===== config.mk =====
export PLATFORM = sky130hd
export DESIGN_NAME = muntjac_dcache_bridge
export DESIGN_NICKNAME = d
export VERILOG_FILES = /design/src/rtl/muntjac_pkg.sv /design/src/rtl/muntjac_dcache_bridge_align.sv /design/src/rtl/muntjac_dcache_bridge.sv
export SDC_FILE = /design/constraint.sdc
export NUM_CORES = 1
export LEC_CHECK = 0
export CAP_MARGIN = 20
export CORE_MARGIN = 2
export CORE_UTILIZATION = 37
export CTS_BUF_LIST = sky130_fd_sc_hd__clkbuf_8
export DETAILED_ROUTE_END_ITERATION = 10
export GPL_ROUTABILITY_DRIVEN = 0
export PLACE_DENSITY = 0.69
export SLEW_MARGIN = 20
export SYNTH_ARGS = -nofsm -noshare
export SYNTH_HDL_FRONTEND = slang
export SYNTH_HIERARCHICAL = 1
export SYNTH_SLANG_ARGS = --single-unit

===== constraint.sdc =====
create_clock -name clk_i -period 3.1 [get_ports clk_i]
set_input_delay 0.775 -clock clk_i [delete_from_list [all_inputs] [get_ports clk_i]]
set_output_delay 0.775 -clock clk_i [all_outputs]
set_load 0.01 [all_outputs]

===== src/rtl/muntjac_pkg.sv =====
// muntjac_pkg: memory op, extension and exception types shared by the data-cache path
package muntjac_pkg;
  typedef enum logic [2:0] {
    MEM_LOAD  = 3'd0,
    MEM_STORE = 3'd1,
    MEM_LR    = 3'd2,
    MEM_SC    = 3'd3,
    MEM_AMO   = 3'd4
  } mem_op_e;
  typedef enum logic [1:0] {
    SizeExtZero   = 2'd0,
    SizeExtSigned = 2'd1,
    SizeExtOne    = 2'd2
  } size_ext_e;
  typedef enum logic [3:0] {
    EXC_CAUSE_INSN_ADDR_MISA     = 4'd0,
    EXC_CAUSE_LOAD_MISALIGN      = 4'd4,
    EXC_CAUSE_LOAD_ACCESS_FAULT  = 4'd5,
    EXC_CAUSE_STORE_MISALIGN     = 4'd6,
    EXC_CAUSE_STORE_ACCESS_FAULT = 4'd7
  } exc_cause_e;
  typedef struct packed {
    exc_cause_e  cause;
    logic [63:0] tval;
  } exception_t;
endpackage


===== src/rtl/muntjac_dcache_bridge_align.sv =====
// muntjac_dcache_bridge_align: byte-lane strobe/data placement and load extract/extend
module muntjac_dcache_bridge_align
  import muntjac_pkg::*;
(
  input  logic [2:0]  offset_i,
  input  logic [1:0]  size_i,
  input  size_ext_e   ext_i,
  input  logic [63:0] wvalue_i,
  input  logic [63:0] rdata_i,
  output logic [7:0]  wstrb_o,
  output logic [63:0] wdata_o,
  output logic [63:0] rvalue_o
);
  logic [7:0]  lanes;
  logic [63:0] shifted, mask, fill;
  logic        msb;
  // 8-bit wrap makes size 3 yield 8'hFF
  assign lanes   = (8'd1 << (4'd1 << size_i)) - 8'd1;
  assign wstrb_o = lanes << offset_i;
  assign wdata_o = wvalue_i << {offset_i, 3'b000};
  assign shifted = rdata_i >> {offset_i, 3'b000};
  always_comb begin
    mask     = size_i == 2'd0 ? 64'hFF : size_i == 2'd1 ? 64'hFFFF : size_i == 2'd2 ? 64'hFFFF_FFFF : '1;
    msb      = size_i == 2'd0 ? shifted[7] : size_i == 2'd1 ? shifted[15] : size_i == 2'd2 ? shifted[31] : shifted[63];
    fill     = ext_i == SizeExtSigned ? {64{msb}} : ext_i == SizeExtOne ? '1 : '0;
    rvalue_o = (shifted & mask) | (fill & ~mask);
  end
endmodule


===== src/rtl/muntjac_dcache_bridge.sv =====
// muntjac_dcache_bridge: single-outstanding bridge from the pipeline dcache port to a simple memory bus
module muntjac_dcache_bridge
  import muntjac_pkg::*;
#(
  parameter int PhysAddrWidth = 56
) (
  input  logic        clk_i,
  input  logic        rst_ni,
  input  logic        dcache_req_valid,
  output logic        dcache_req_ready,
  input  logic [63:0] dcache_req_address,
  input  logic [63:0] dcache_req_value,
  input  mem_op_e     dcache_req_op,
  input  logic [1:0]  dcache_req_size,
  input  size_ext_e   dcache_req_size_ext,
  output logic        dcache_resp_valid,
  output logic [63:0] dcache_resp_value,
  output logic        dcache_ex_valid,
  output exception_t  dcache_ex_exception,
  input  logic        dcache_notif_valid,
  input  logic        dcache_notif_reason,
  output logic        dcache_notif_ready,
  output logic        mem_req_valid,
  input  logic        mem_req_ready,
  output logic [63:0] mem_req_addr,
  output logic        mem_req_we,
  output logic [63:0] mem_req_wdata,
  output logic [7:0]  mem_req_wstrb,
  input  logic        mem_resp_valid,
  input  logic [63:0] mem_resp_rdata
);
  localparam logic [1:0] IDLE = 2'd0, MEM_REQ = 2'd1, MEM_WAIT = 2'd2, EXC = 2'd3;
  logic [1:0]  state_q, state_d;
  logic [63:0] addr_q, value_q, resp_value_q, load_value;
  mem_op_e     op_q;
  logic [1:0]  size_q;
  size_ext_e   ext_q;
  exc_cause_e  cause_q, cause_d;
  logic        resp_valid_q, ex_valid_q;
  logic        accept, is_load, misa, oor, bad, mem_done;
  logic        unused_notif_reason;
  assign unused_notif_reason = dcache_notif_reason;
  assign dcache_req_ready   = state_q == IDLE && !dcache_notif_valid;
  assign dcache_notif_ready = state_q == IDLE;
  assign accept   = dcache_req_valid && dcache_req_ready;
  assign mem_done = state_q == MEM_WAIT && mem_resp_valid;
  assign is_load  = dcache_req_op == MEM_LOAD;
  assign misa     = |(dcache_req_address[2:0] & ((3'd1 << dcache_req_size) - 3'd1));
  assign oor      = |(dcache_req_address >> PhysAddrWidth);
  assign bad      = misa || oor || !(is_load || dcache_req_op == MEM_STORE);
  // Misalignment wins over range; unsupported ops report as store access faults
  always_comb begin
    cause_d = misa ? (is_load ? EXC_CAUSE_LOAD_MISALIGN : EXC_CAUSE_STORE_MISALIGN) :
              oor  ? (is_load ? EXC_CAUSE_LOAD_ACCESS_FAULT : EXC_CAUSE_STORE_ACCESS_FAULT) :
                     EXC_CAUSE_STORE_ACCESS_FAULT;
  end
  always_comb begin
    state_d = state_q;
    unique case (state_q)
      IDLE:     if (accept) state_d = bad ? EXC : MEM_REQ;
      MEM_REQ:  if (mem_req_ready) state_d = MEM_WAIT;
      MEM_WAIT: if (mem_resp_valid) state_d = IDLE;
      default:  state_d = IDLE;
    endcase
  end
  always_ff @(posedge clk_i) begin
    if (!rst_ni) begin
      state_q      <= IDLE;
      addr_q       <= '0;
      value_q      <= '0;
      op_q         <= MEM_LOAD;
      size_q       <= '0;
      ext_q        <= SizeExtZero;
      cause_q      <= EXC_CAUSE_INSN_ADDR_MISA;
      resp_valid_q <= 1'b0;
      ex_valid_q   <= 1'b0;
      resp_value_q <= '0;
    end else begin
      state_q      <= state_d;
      resp_valid_q <= mem_done;
      ex_valid_q   <= state_q == EXC;
      if (accept) begin
        addr_q  <= dcache_req_address;
        value_q <= dcache_req_value;
        op_q    <= dcache_req_op;
        size_q  <= dcache_req_size;
        ext_q   <= dcache_req_size_ext;
        cause_q <= cause_d;
      end
      if (mem_done) resp_value_q <= op_q == MEM_LOAD ? load_value : '0;
    end
  end
  muntjac_dcache_bridge_align u_align (
    .offset_i (addr_q[2:0]),
    .size_i   (size_q),
    .ext_i    (ext_q),
    .wvalue_i (value_q),
    .rdata_i  (mem_resp_rdata),
    .wstrb_o  (mem_req_wstrb),
    .wdata_o  (mem_req_wdata),
    .rvalue_o (load_value)
  );
  assign mem_req_valid       = state_q == MEM_REQ;
  assign mem_req_addr        = {addr_q[63:3], 3'b000};
  assign mem_req_we          = op_q == MEM_STORE;
  assign dcache_resp_valid   = resp_valid_q;
  assign dcache_resp_value   = resp_value_q;
  assign dcache_ex_valid     = ex_valid_q;
  assign dcache_ex_exception = '{cause: cause_q, tval: addr_q};
endmodule


; ---- Word level (Yosys, flattened, before mapping)
; Cells that the tools add are included.
; W data, S select, Z words.
[totals]
reg_bits = 207
inputBits = 206
output_inout_bits = 274
[classes]
addsub = 2
eq_ne = 12
n_shift = 6
n_mux = 18
n_bitwise = 5
reduce_logical = 15
[ops]
columns = cell, count
row1 = $mux W64, 6
row2 = $and A64 B64 Y64, 2
row3 = $not A64 Y64, 1
row4 = $or A64 B64 Y64, 1
row5 = $shl A64 B6 Y64, 1
row6 = $shr A64 B6 Y64, 1
row7 = $mux W2, 8
row8 = $eq A2 B2 Y1 const B, 4
row9 = $reduce_or A8 Y1, 1
row10 = $shl A1 B4 Y8 const A, 1
row11 = $shl A8 B3 Y8, 1
row12 = $sub A8 B1 Y8 const B, 1
row13 = $eq A2 B1 Y1 const B, 3
row14 = $eq A3 B1 Y1 const B, 2
row15 = $logic_not A3 Y1, 2
row16 = $pmux W2 S3, 1
row17 = $logic_not A2 Y1, 2
row18 = $ne A2 B1 Y1 const B, 2
row19 = $shl A1 B2 Y4 const A, 1
row20 = $and A3 B3 Y3, 1
row21 = $logic_and A1 B1 Y1, 3
row22 = $logic_or A1 B1 Y1, 3
row23 = $mux W1, 3
row24 = $reduce_and A3 Y1, 1
row25 = 5 further kinds, 6

; ---- Logic depth before layout (Yosys ltp)
; Gate-level depths: netlist (run 1).
[logic_depth]
ltp_word = 9
mapped_depth = 10
depth_no_buf = 7

; ---- Modules after synthesis
; Netlist (run 1), hierarchy kept.
[modules_own_cells]
columns = mod, n_inst, cells_each, area_per_inst_um2, seq_area_each_um2
row1 = muntjac_dcache_bridge, 1, 979, 8269.2, 4124.0
row2 = muntjac_dcache_bridge_align, 1, 684, 4551.9, 0.0

; ---- Least setup slack after synthesis (run 1)
; No wires, ideal clock.
[synth_timing]
path_kind = reg-to-output
from = reg addr_q[1]
to = out mem_req_wstrb[6]
arrival_ns = 2.167
required_ns = 2.325
path_slack_ns = 0.158
stages_incl_launch_ff = 7
cell_sequence = dfxtp_1 > buf_2 > clkbuf_1 > clkbuf_1 > clkbuf_1 > o22ai_1 > a211oi_1
[synth_via]
elab_chain_cells = 1
[synth_lines]
columns = item, line_no
row1 = start: declaration, muntjac_dcache_bridge.sv:34  ; logic [63:0] addr_q, value_q, resp_value_q, load_value;
row2 = start signal: assignment, muntjac_dcache_bridge.sv:83  ; addr_q <= dcache_req_address;
row3 = $shl A8 B3 Y8, muntjac_dcache_bridge_align.sv:19  ; assign wstrb_o = lanes << offset_i;
row4 = end: declaration, muntjac_dcache_bridge.sv:28  ; output logic [7:0] mem_req_wstrb,
; Every way passes these cells.

; ---- Worst setup path in the final report (run 1)
[layout_timing]
from = reg addr_q[1]
to = out mem_req_wdata[17]
[layout_via]
elab_chain_cells = 1
[layout_lines]
columns = item, line_no
row1 = $shl A64 B6 Y64, muntjac_dcache_bridge_align.sv:20  ; assign wdata_o = wvalue_i << {offset_i, 3'b000};
row2 = end: declaration, muntjac_dcache_bridge.sv:27  ; output logic [63:0] mem_req_wdata,
; Every way passes these cells.

==> results of run 1 <==
==> logic make-up after synthesis <==
| family | after synthesis |
|---|---|
| compound gates | 437 |
| xor+xnor | 1 |
| simple gates | 648 |
| mux | 147 |
| buf+inv | 223 |
| other cells | 1 |
| flops | 206 |
==> placed cells by master, fill, tap and decap left out, types with 38 or more instances in the layout <==
master and instances:
a211oi_1 48, nand2_1 414, dfxtp_1 203, clkbuf_8 46, nor2_1 88, clkdlybuf4s50_1 416
a21boi_0 96, buf_4 51, a21oi_1 45, a21boi_1 105, mux2i_1 100, dlygate4sd2_1 38
o21ai_0 50, nand3_1 65
==> worst register-to-register path, cell delays in order (launching register included) <==
cell	delay, ns
dfxtp_4	0.45
buf_4	0.19
buf_6	0.19
mux2_1	0.37
mux4_2	0.48
or2_4	0.25
a211oi_4	0.30
buf_12	0.26
o31ai_1	0.11
nand3_1	0.09
a21boi_0	0.09
==> metrics by stage <==
step,hold WS (ns),setup slack (ns)
global placement,0.443,-0.159
CTS,0.459,-0.0521
detailed placement,0.449,-0.186
finish,0.455,0.0846
global route,0.472,-0.0103
floorplan,0.433,0.158
==> final cells by class <==
type                       instances  area (um^2)
inverter                           4         17.5
clock buffer                      46          633
tap                              455          569
multi-input combinational       1238         7700
sequential                       206         4140
antenna                            9         22.5
clock inverter                    21          228
fill                            3213        15500
timing repair buffer             548         5590
==> registers in the layout, summed over array words and instances, names as in the netlist <==
signal / flops
addr_q: 64
cause_q: 3
dcache_ex_valid: 1
dcache_resp_valid: 1
dcache_resp_value: 64
ext_q: 2
op_q: 3
size_q: 2
state_q: 2
value_q: 64
==> power groups by stage <==
stage                     Sequential (mW)  Combinational, mW  Clock, mW
after floorplan                      2.91              0.985          0
after global placement               2.94               1.85          0
after detailed placement             2.94               1.86          0
after CTS                            2.88               1.91       3.07
after global routing                 2.90               2.06       3.21
final                                2.89               1.93       3.02
==> routing by layer <==
| metal | vias to the layer above | routed length, um |
|---|---|---|
| met1 | 6394 | 21900 |
| met4 | 2 | 2060 |
| met3 | 119 | 4770 |
| met2 | 694 | 23900 |
| met5 | - | 11 |
| li1 | 6430 | - |
==> worst max-delay path by stage <==
stage	cells past startpoint	endpoint	from	slack [ns]
3_5_place_dp	9	dcache_resp_value[63]	mem_resp_rdata[23]	-0.19
3_3_place_gp	9	dcache_resp_value[63]	mem_resp_rdata[23]	-0.16
2_1_floorplan	6	mem_req_wstrb[6]	addr_q[1]	0.16
6_report	6	mem_req_wdata[17]	addr_q[1]	0.08
5_1_grt	6	mem_req_wdata[20]	addr_q[1]	-0.01
4_1_cts	6	mem_req_wdata[49]	addr_q[1]	-0.05
==> cell usage after synthesis (2+ instances only) <==
library cell,instances
a21boi_0,96
o31ai_2,30
nand2b_1,2
mux2i_1,109
a2bb2oi_1,5
nand3_1,65
buf_6,4
inv_1,3
o21ai_0,53
a211oi_1,52
clkbuf_1,79
and2_1,12
or2_2,2
nor4_1,2
buf_1,17
nor3b_1,3
buf_4,67
nor3_1,11
o211ai_1,3
nand2_1,414
and3b_1,2
nor2b_1,30
o21a_1,5
nand3b_1,8
dfxtp_1,206
o22ai_1,18
a21boi_1,105
mux4_2,2
o221ai_1,7
o31ai_1,3
mux2_2,33
buf_2,52
nor2_1,90
mux2_4,2
a21oi_1,51
==> what timing repair did <==
action | CTS | global route
cloned | 5 | 0
endpoints found under the setup margin | 69 | 30
pin swaps | 1 | 0
setup buffers | 10 | 10
gates resized for setup | 70 | 35
==> reports/results.tsv, run 1 <==
stage	metric	value	unit
outcome	status	complete, no violations	
finish	fraction of layout cells with a size suffix above 1	0.118	
synthesis	Post-Synth XOR/XNOR Area	0.000683	
timing	Fin Setup TNS	0	ns
finish	final net count	2243	
routing	WL per Instance	20.8	um
timing	Setup violations, final	0	
synthesis	compound-cell area share of the yosys netlist	0.250	
global_routing	largest net degree at the start of global routing	113	
routing	residual DRC count	0	
pwr	clock share of power	0.385	
finish	Area Growth Syn to Fin	47.3	%
place	port bufs	474	
pwr	switching share of power	0.302	
synthesis	syn_area_per_cell	7.71	um^2
floorplan	Initial Util	0.373	
clock_tree	Sink Count	206	
setup_path	Crit. End Element	primary output	
timing	Final Hold Fails	0	
setup_path	CP Launch Type	flip-flop	
routing	final wirelength	52500	um
floorplan	core region area	34400	um^2
finish	fin area	18900	um^2
setup_path	Critical-path top delay cell	clkdlybuf4s50_1	
worst_hold_path	Min-Delay Path Class	flip-flop to flip-flop	
setup_path	r2r setup slk	0.21	ns
clock_tree	TritonCTS clock tree	done	
setup_path	reg2reg end	dcache_resp_value[63]	
floorplan	Die Span X	190	um
floorplan	Site Rows	68	
finish	Final Core Density	0.550	
timing	Tcrit/Tclk final	0.973	
timing	fin. max-slew vios	0	
global_routing	vias in the first global route	13168	
synthesis	area share of fa/ha/maj cells after synthesis	0	
worst_hold_path	worst hold path stage count	2	
global_routing	routing usage on met3	0.0688	
synthesis	Post-synth ARST share	0	
pwr	overall power	7.83	mW
setup_path	Crit Reg-Reg Startpoint	addr_q[2]	
global_routing	met2 Usage GRT	0.435	
place	Placed Area	17600	um^2
synthesis	Synth cell types	55	
clock_tree	CTS root buf	clkbuf_8	
timing	worst rel slew slack	0.332	
synthesis	post-synth top area share	0.322	
timing	worst-margin pin slew	1.00	ns
pwr	Pleak	6.93	nW
clock_tree	maximum clock path buffer count	3	
setup_path	critical-path cell list	buf_4 -> nor2b_4 -> buf_6 -> a21oi_2 -> nor2_1 -> clkdlybuf4s50_1	
place	Cells after DPL	2426	
finish	Post-Layout Cell Count	2527	
timing	Post-Route Skew	0.0156	ns
global_routing	Total GRT Usage	0.280	
setup_path	WP data required	2.32	ns
clock_tree	hold-fix buffers at CTS	0	
synthesis	top cells by area, synth	dfxtp_1 (32%), nand2_1 (12%), mux2i_1 (8.5%)	
clock_tree	H-tree levels	2	
setup_path	cell family with most CP delay	buffers and inverters	
setup_path	Crit path arrival time	2.24	ns
timing	highest clock rate	332	MHz
synthesis	Post-synth EDFFs	0	
global_routing	first-pass GRT wire length	78800	um
routing	Antenna Violating Nets Remaining	0	
routing	1st-iter DRT viols	1107	
setup_path	cell depth of the worst flop-to-flop path	10	
floorplan	Top Ports	480	
synthesis	Primary FF master, synth	dfxtp_1	
synthesis	simple-gate share of the synthesized area	0.214	
pwr	power per cell area	415	nW/um^2
global_routing	M1 GR Usage	0.366	
routing	Via-to-Cell Ratio	5.40	
worst_hold_path	hold path startpoint	dcache_resp_value[61]	
global_routing	GR peak layer	met2	
synthesis	Mapped Area	12800	um^2
synthesis	Yosys warnings	6	
clock_tree	Worst-path clk slew	0.06	ns
timing	Tmin final	3.02	ns
synthesis	cell taking the most area after synthesis	dfxtp_1	
synthesis	Post-Syn Instances	1663	
clock_tree	Num CTS Buffers	39	
routing	vias	13639	
synthesis	FF+latch count, synth	206	
synthesis	part of the Yosys area used for sequential elements	0.322	
place	HPWL after DPL	37500	um
flow_run	Max Cap Viol	0	
setup_path	Crit path buffers/inverters	3	
pwr	sw power	2.36	mW
routing	DR pass1 iterations	6	
pwr	Pint	5.47	mW
setup_path	CP Max Fanout	8	
pwr	combinational power share	0.246	
floorplan	die height	190	um
setup_path	Max stage delay on crit path	0.56	ns
worst_hold_path	hold path endpoint	dcache_resp_value[61]	
clock_tree	clk_lat worst skew	0.54	ns
synthesis	mux cell area share after synthesis	0.121	
global_routing	global route overflow	0	
floorplan	die area	36200	um^2
setup_path	critical path class	flip-flop to primary output	
global_routing	initial antenna violation count	9	
pwr	Reg power frac	0.369	
pwr	Max VDD drop	344	uV
synthesis	largest family of logic cells by synthesized area	compound AO/OA/AOI/OAI gates	
No activity file was read; power rests on OpenSTA's default activity.
==> run 2, diff against run 1 <==
--- a/config.mk
+++ b/config.mk
@@ -12,6 +12,7 @@
 export DETAILED_ROUTE_END_ITERATION = 10
 export GPL_ROUTABILITY_DRIVEN = 0
 export PLACE_DENSITY = 0.69
+export RECOVER_POWER = 100
 export SLEW_MARGIN = 20
 export SYNTH_ARGS = -nofsm -noshare
 export SYNTH_HDL_FRONTEND = slang
==> run 2 against run 1 <==
Effect of this change: largest cell class unchanged; highest routed layer unchanged; sequential share of layout area rose by 0.064 points; worst setup slack got worse by 0.0030 ns; via count rose by 0.33%; routed wire length rose by 0.32%.
==> reports/results.tsv, run 2 (synthesis results as in run 1) <==
stage	metric	value	unit	change
setup_path	cell depth of the worst flop-to-flop path	10		unchanged
timing	Post-Route Skew	0.0164	ns	was 0.0156 ns
floorplan	core region area	34400	um^2	unchanged
floorplan	die area	36200	um^2	unchanged
finish	commonest non-fill, non-tap cell in the layout	nand2_1		was clkdlybuf4s50_1
routing	metal2 WL	23800	um	was 23900 um
routing	top layer in use	met5		unchanged
setup_path	Critical-path top delay cell	clkdlybuf4s50_1		unchanged
setup_path	reg2reg end	dcache_resp_value[63]		unchanged
setup_path	r2r setup slk	0.19	ns	was 0.21 ns
routing	Via-to-Cell Ratio	5.42		was 5.40
finish	fillers	3225		was 3213
worst_hold_path	worst hold path stage count	2		unchanged
routing	WL per Instance	20.9	um	was 20.8 um
clock_tree	hold-fix buffers at CTS	0		unchanged
finish	fin area	18800	um^2	was 18900 um^2
timing	fin. max-slew vios	0		unchanged
setup_path	Crit. End Element	primary output		unchanged
global_routing	vias in the first global route	13168		unchanged
setup_path	Crit path buffers/inverters	2		was 3
worst_hold_path	Min-Delay Path Class	flip-flop to flip-flop		unchanged
timing	Final Hold Fails	0		unchanged
pwr	overall power	7.77	mW	was 7.83 mW
timing	worst rel slew slack	0.0443		was 0.332
global_routing	first-pass GRT wire length	78800	um	unchanged
routing	DR pass1 iterations	5		was 6
pwr	Pleak	7.48	nW	was 6.93 nW
routing	1st-iter DRT viols	1045		was 1107
timing	Tmin final	3.02	ns	about the same
setup_path	critical path class	flip-flop to primary output		unchanged
floorplan	Die Span X	190	um	unchanged
finish	final net count	2243		unchanged
setup_path	WP data required	2.32	ns	about the same
setup_path	Max stage delay on crit path	0.55	ns	was 0.56 ns
setup_path	Crit Reg-Reg Startpoint	addr_q[2]		unchanged
floorplan	Initial Util	0.373		unchanged
finish	commonest non-fill, non-tap cells in the layout	nand2_1 (414), clkdlybuf4s50_1 (220), dfxtp_1 (203), dlygate4sd3_1 (196), a21boi_0 (184)		was clkdlybuf4s50_1 (416), nand2_1 (414), dfxtp_1 (203), a21boi_1 (105), mux2i_1 (100)
flow_run	Max Cap Viol	0		unchanged
worst_hold_path	hold path startpoint	dcache_resp_value[61]		unchanged
routing	vias	13684		was 13639
timing	Fin Setup TNS	0	ns	unchanged
floorplan	Site Rows	68		unchanged
timing	worst-margin pin slew	1.43	ns	was 1.00 ns
pwr	Max VDD drop	342	uV	was 344 uV
global_routing	Total GRT Usage	0.280		unchanged
clock_tree	TritonCTS clock tree	done		unchanged
setup_path	critical-path cell list	buf_4 -> nor2b_4 -> nand2_1 -> o21ai_1 -> nor2b_2 -> clkdlybuf4s50_1		was buf_4 -> nor2b_4 -> buf_6 -> a21oi_2 -> nor2_1 -> clkdlybuf4s50_1
routing	residual DRC count	0		unchanged
routing	WL met1	21800	um	was 21900 um
clock_tree	Sink Count	206		unchanged
timing	Tcrit/Tclk final	0.974		was 0.973
setup_path	CP Launch Type	flip-flop		unchanged
clock_tree	Num CTS Buffers	39		unchanged
worst_hold_path	hold path endpoint	dcache_resp_value[61]		unchanged
place	port bufs	474		unchanged
place	Placed Area	17600	um^2	unchanged
finish	Post-Layout Cell Count	2527		unchanged
finish	fraction of layout cells with a size suffix above 1	0.116		was 0.118
place	Cells after DPL	2426		unchanged
setup_path	CP Max Fanout	8		unchanged
timing	Fin Hold WS	0.451	ns	was 0.455 ns
place	HPWL after DPL	37500	um	unchanged
clock_tree	Worst-path clk slew	0.06	ns	about the same
pwr	power per cell area	413	nW/um^2	was 415 nW/um^2
clock_tree	clk_lat worst skew	0.54	ns	about the same
global_routing	global route overflow	0		unchanged
outcome	status	complete, no violations		unchanged
routing	final wirelength	52700	um	was 52500 um
clock_tree	maximum clock path buffer count	3		unchanged
setup_path	cell family with most CP delay	buffers and inverters		unchanged
finish	Area Growth Syn to Fin	46.9	%	was 47.3%
floorplan	Top Ports	480		unchanged
global_routing	initial antenna violation count	10		was 9
clock_tree	CTS root buf	clkbuf_8		unchanged
floorplan	die height	190	um	unchanged
timing	Setup violations, final	0		unchanged
timing	highest clock rate	331	MHz	was 332 MHz
global_routing	largest net degree at the start of global routing	113		unchanged
clock_tree	H-tree levels	2		unchanged
routing	Antenna Violating Nets Remaining	0		unchanged
routing	met3 wire len	4910	um	was 4770 um
setup_path	Crit path arrival time	2.24	ns	about the same
==> run 2: cell count changes in the layout (fill, tap and decap cells not counted), moves of 88 or more <==
| cell | before | now |
|---|---|---|
| clkdlybuf4s50_1 | 416 | 220 |
| dlygate4sd3_1 | 0 | 196 |
| a21boi_0 | 96 | 184 |
| a21boi_1 | 105 | 17 |
==> run 2: area by class of cell <==
cell class                      instances  area, um^2  share of cell area
Inverter                                4        17.5            0.000930
Multi-Input combinational cell       1238        7690               0.408
Clock buffer                           46         633              0.0336
Antenna cell                            9        22.5             0.00120
Tap cell                              455         569              0.0302
Timing Repair Buffer                  548        5540               0.294
Clock inverter                         21         228              0.0121
Sequential cell                       206        4140               0.220
==> run 2: report_power, final <==
| part | switching [mW] | internal, mW | total (mW) | leakage [nW] |
|---|---|---|---|---|
| Clock | 1.24 | 1.77 | 3.02 | 0.477 |
| Combinational | 0.980 | 0.895 | 1.88 | 5.32 |
| Sequential | 0.129 | 2.75 | 2.88 | 1.68 |
==> run 2: what timing repair did <==
item,CTS,global route
pin swaps,1,0
gates cloned,5,0
hold endpoints to repair,0,0
setup endpoints to repair,69,30
gates resized for setup,70,35
buffers inserted,10,10
==> run 2: stage by stage <==
step / setup slack (ns) / util
2_1_floorplan: 0.158 / -
3_3_place_gp: -0.159 / 0.511
3_5_place_dp: -0.186 / 0.511
4_1_cts: -0.0521 / 0.544
5_1_grt: -0.0102 / 0.548
6_report: 0.0816 / 0.548
==> run 2: worst reg2reg max path: stages, from the launching register on <==
cell,delay [ns]
dfxtp_4,0.44
buf_4,0.19
buf_6,0.19
mux2_1,0.37
mux4_2,0.48
or2_4,0.25
a211oi_4,0.30
buf_12,0.26
o31ai_1,0.10
nand3_1,0.09
a21boi_0,0.11
==> run 2: metal layers <==
| metal | up-vias | global-route usage |
|---|---|---|
| li1 | 6424 | - |
| met1 | 6419 | 0.366 |
| met2 | 707 | 0.435 |
| met3 | 132 | 0.0688 |
| met4 | 2 | 0.131 |
| met5 | - | 0 |
==> run 2: worst max path at each step <==
stage / cells after the start / slack [ns] / to / from
after global placement: 9 / -0.16 / dcache_resp_value[63] / mem_resp_rdata[23]
after detailed placement: 9 / -0.19 / dcache_resp_value[63] / mem_resp_rdata[23]
final: 6 / 0.08 / mem_req_wdata[22] / addr_q[1]
after global routing: 6 / -0.01 / mem_req_wdata[20] / addr_q[1]
after CTS: 6 / -0.05 / mem_req_wdata[49] / addr_q[1]
after floorplan: 6 / 0.16 / mem_req_wstrb[6] / addr_q[1]
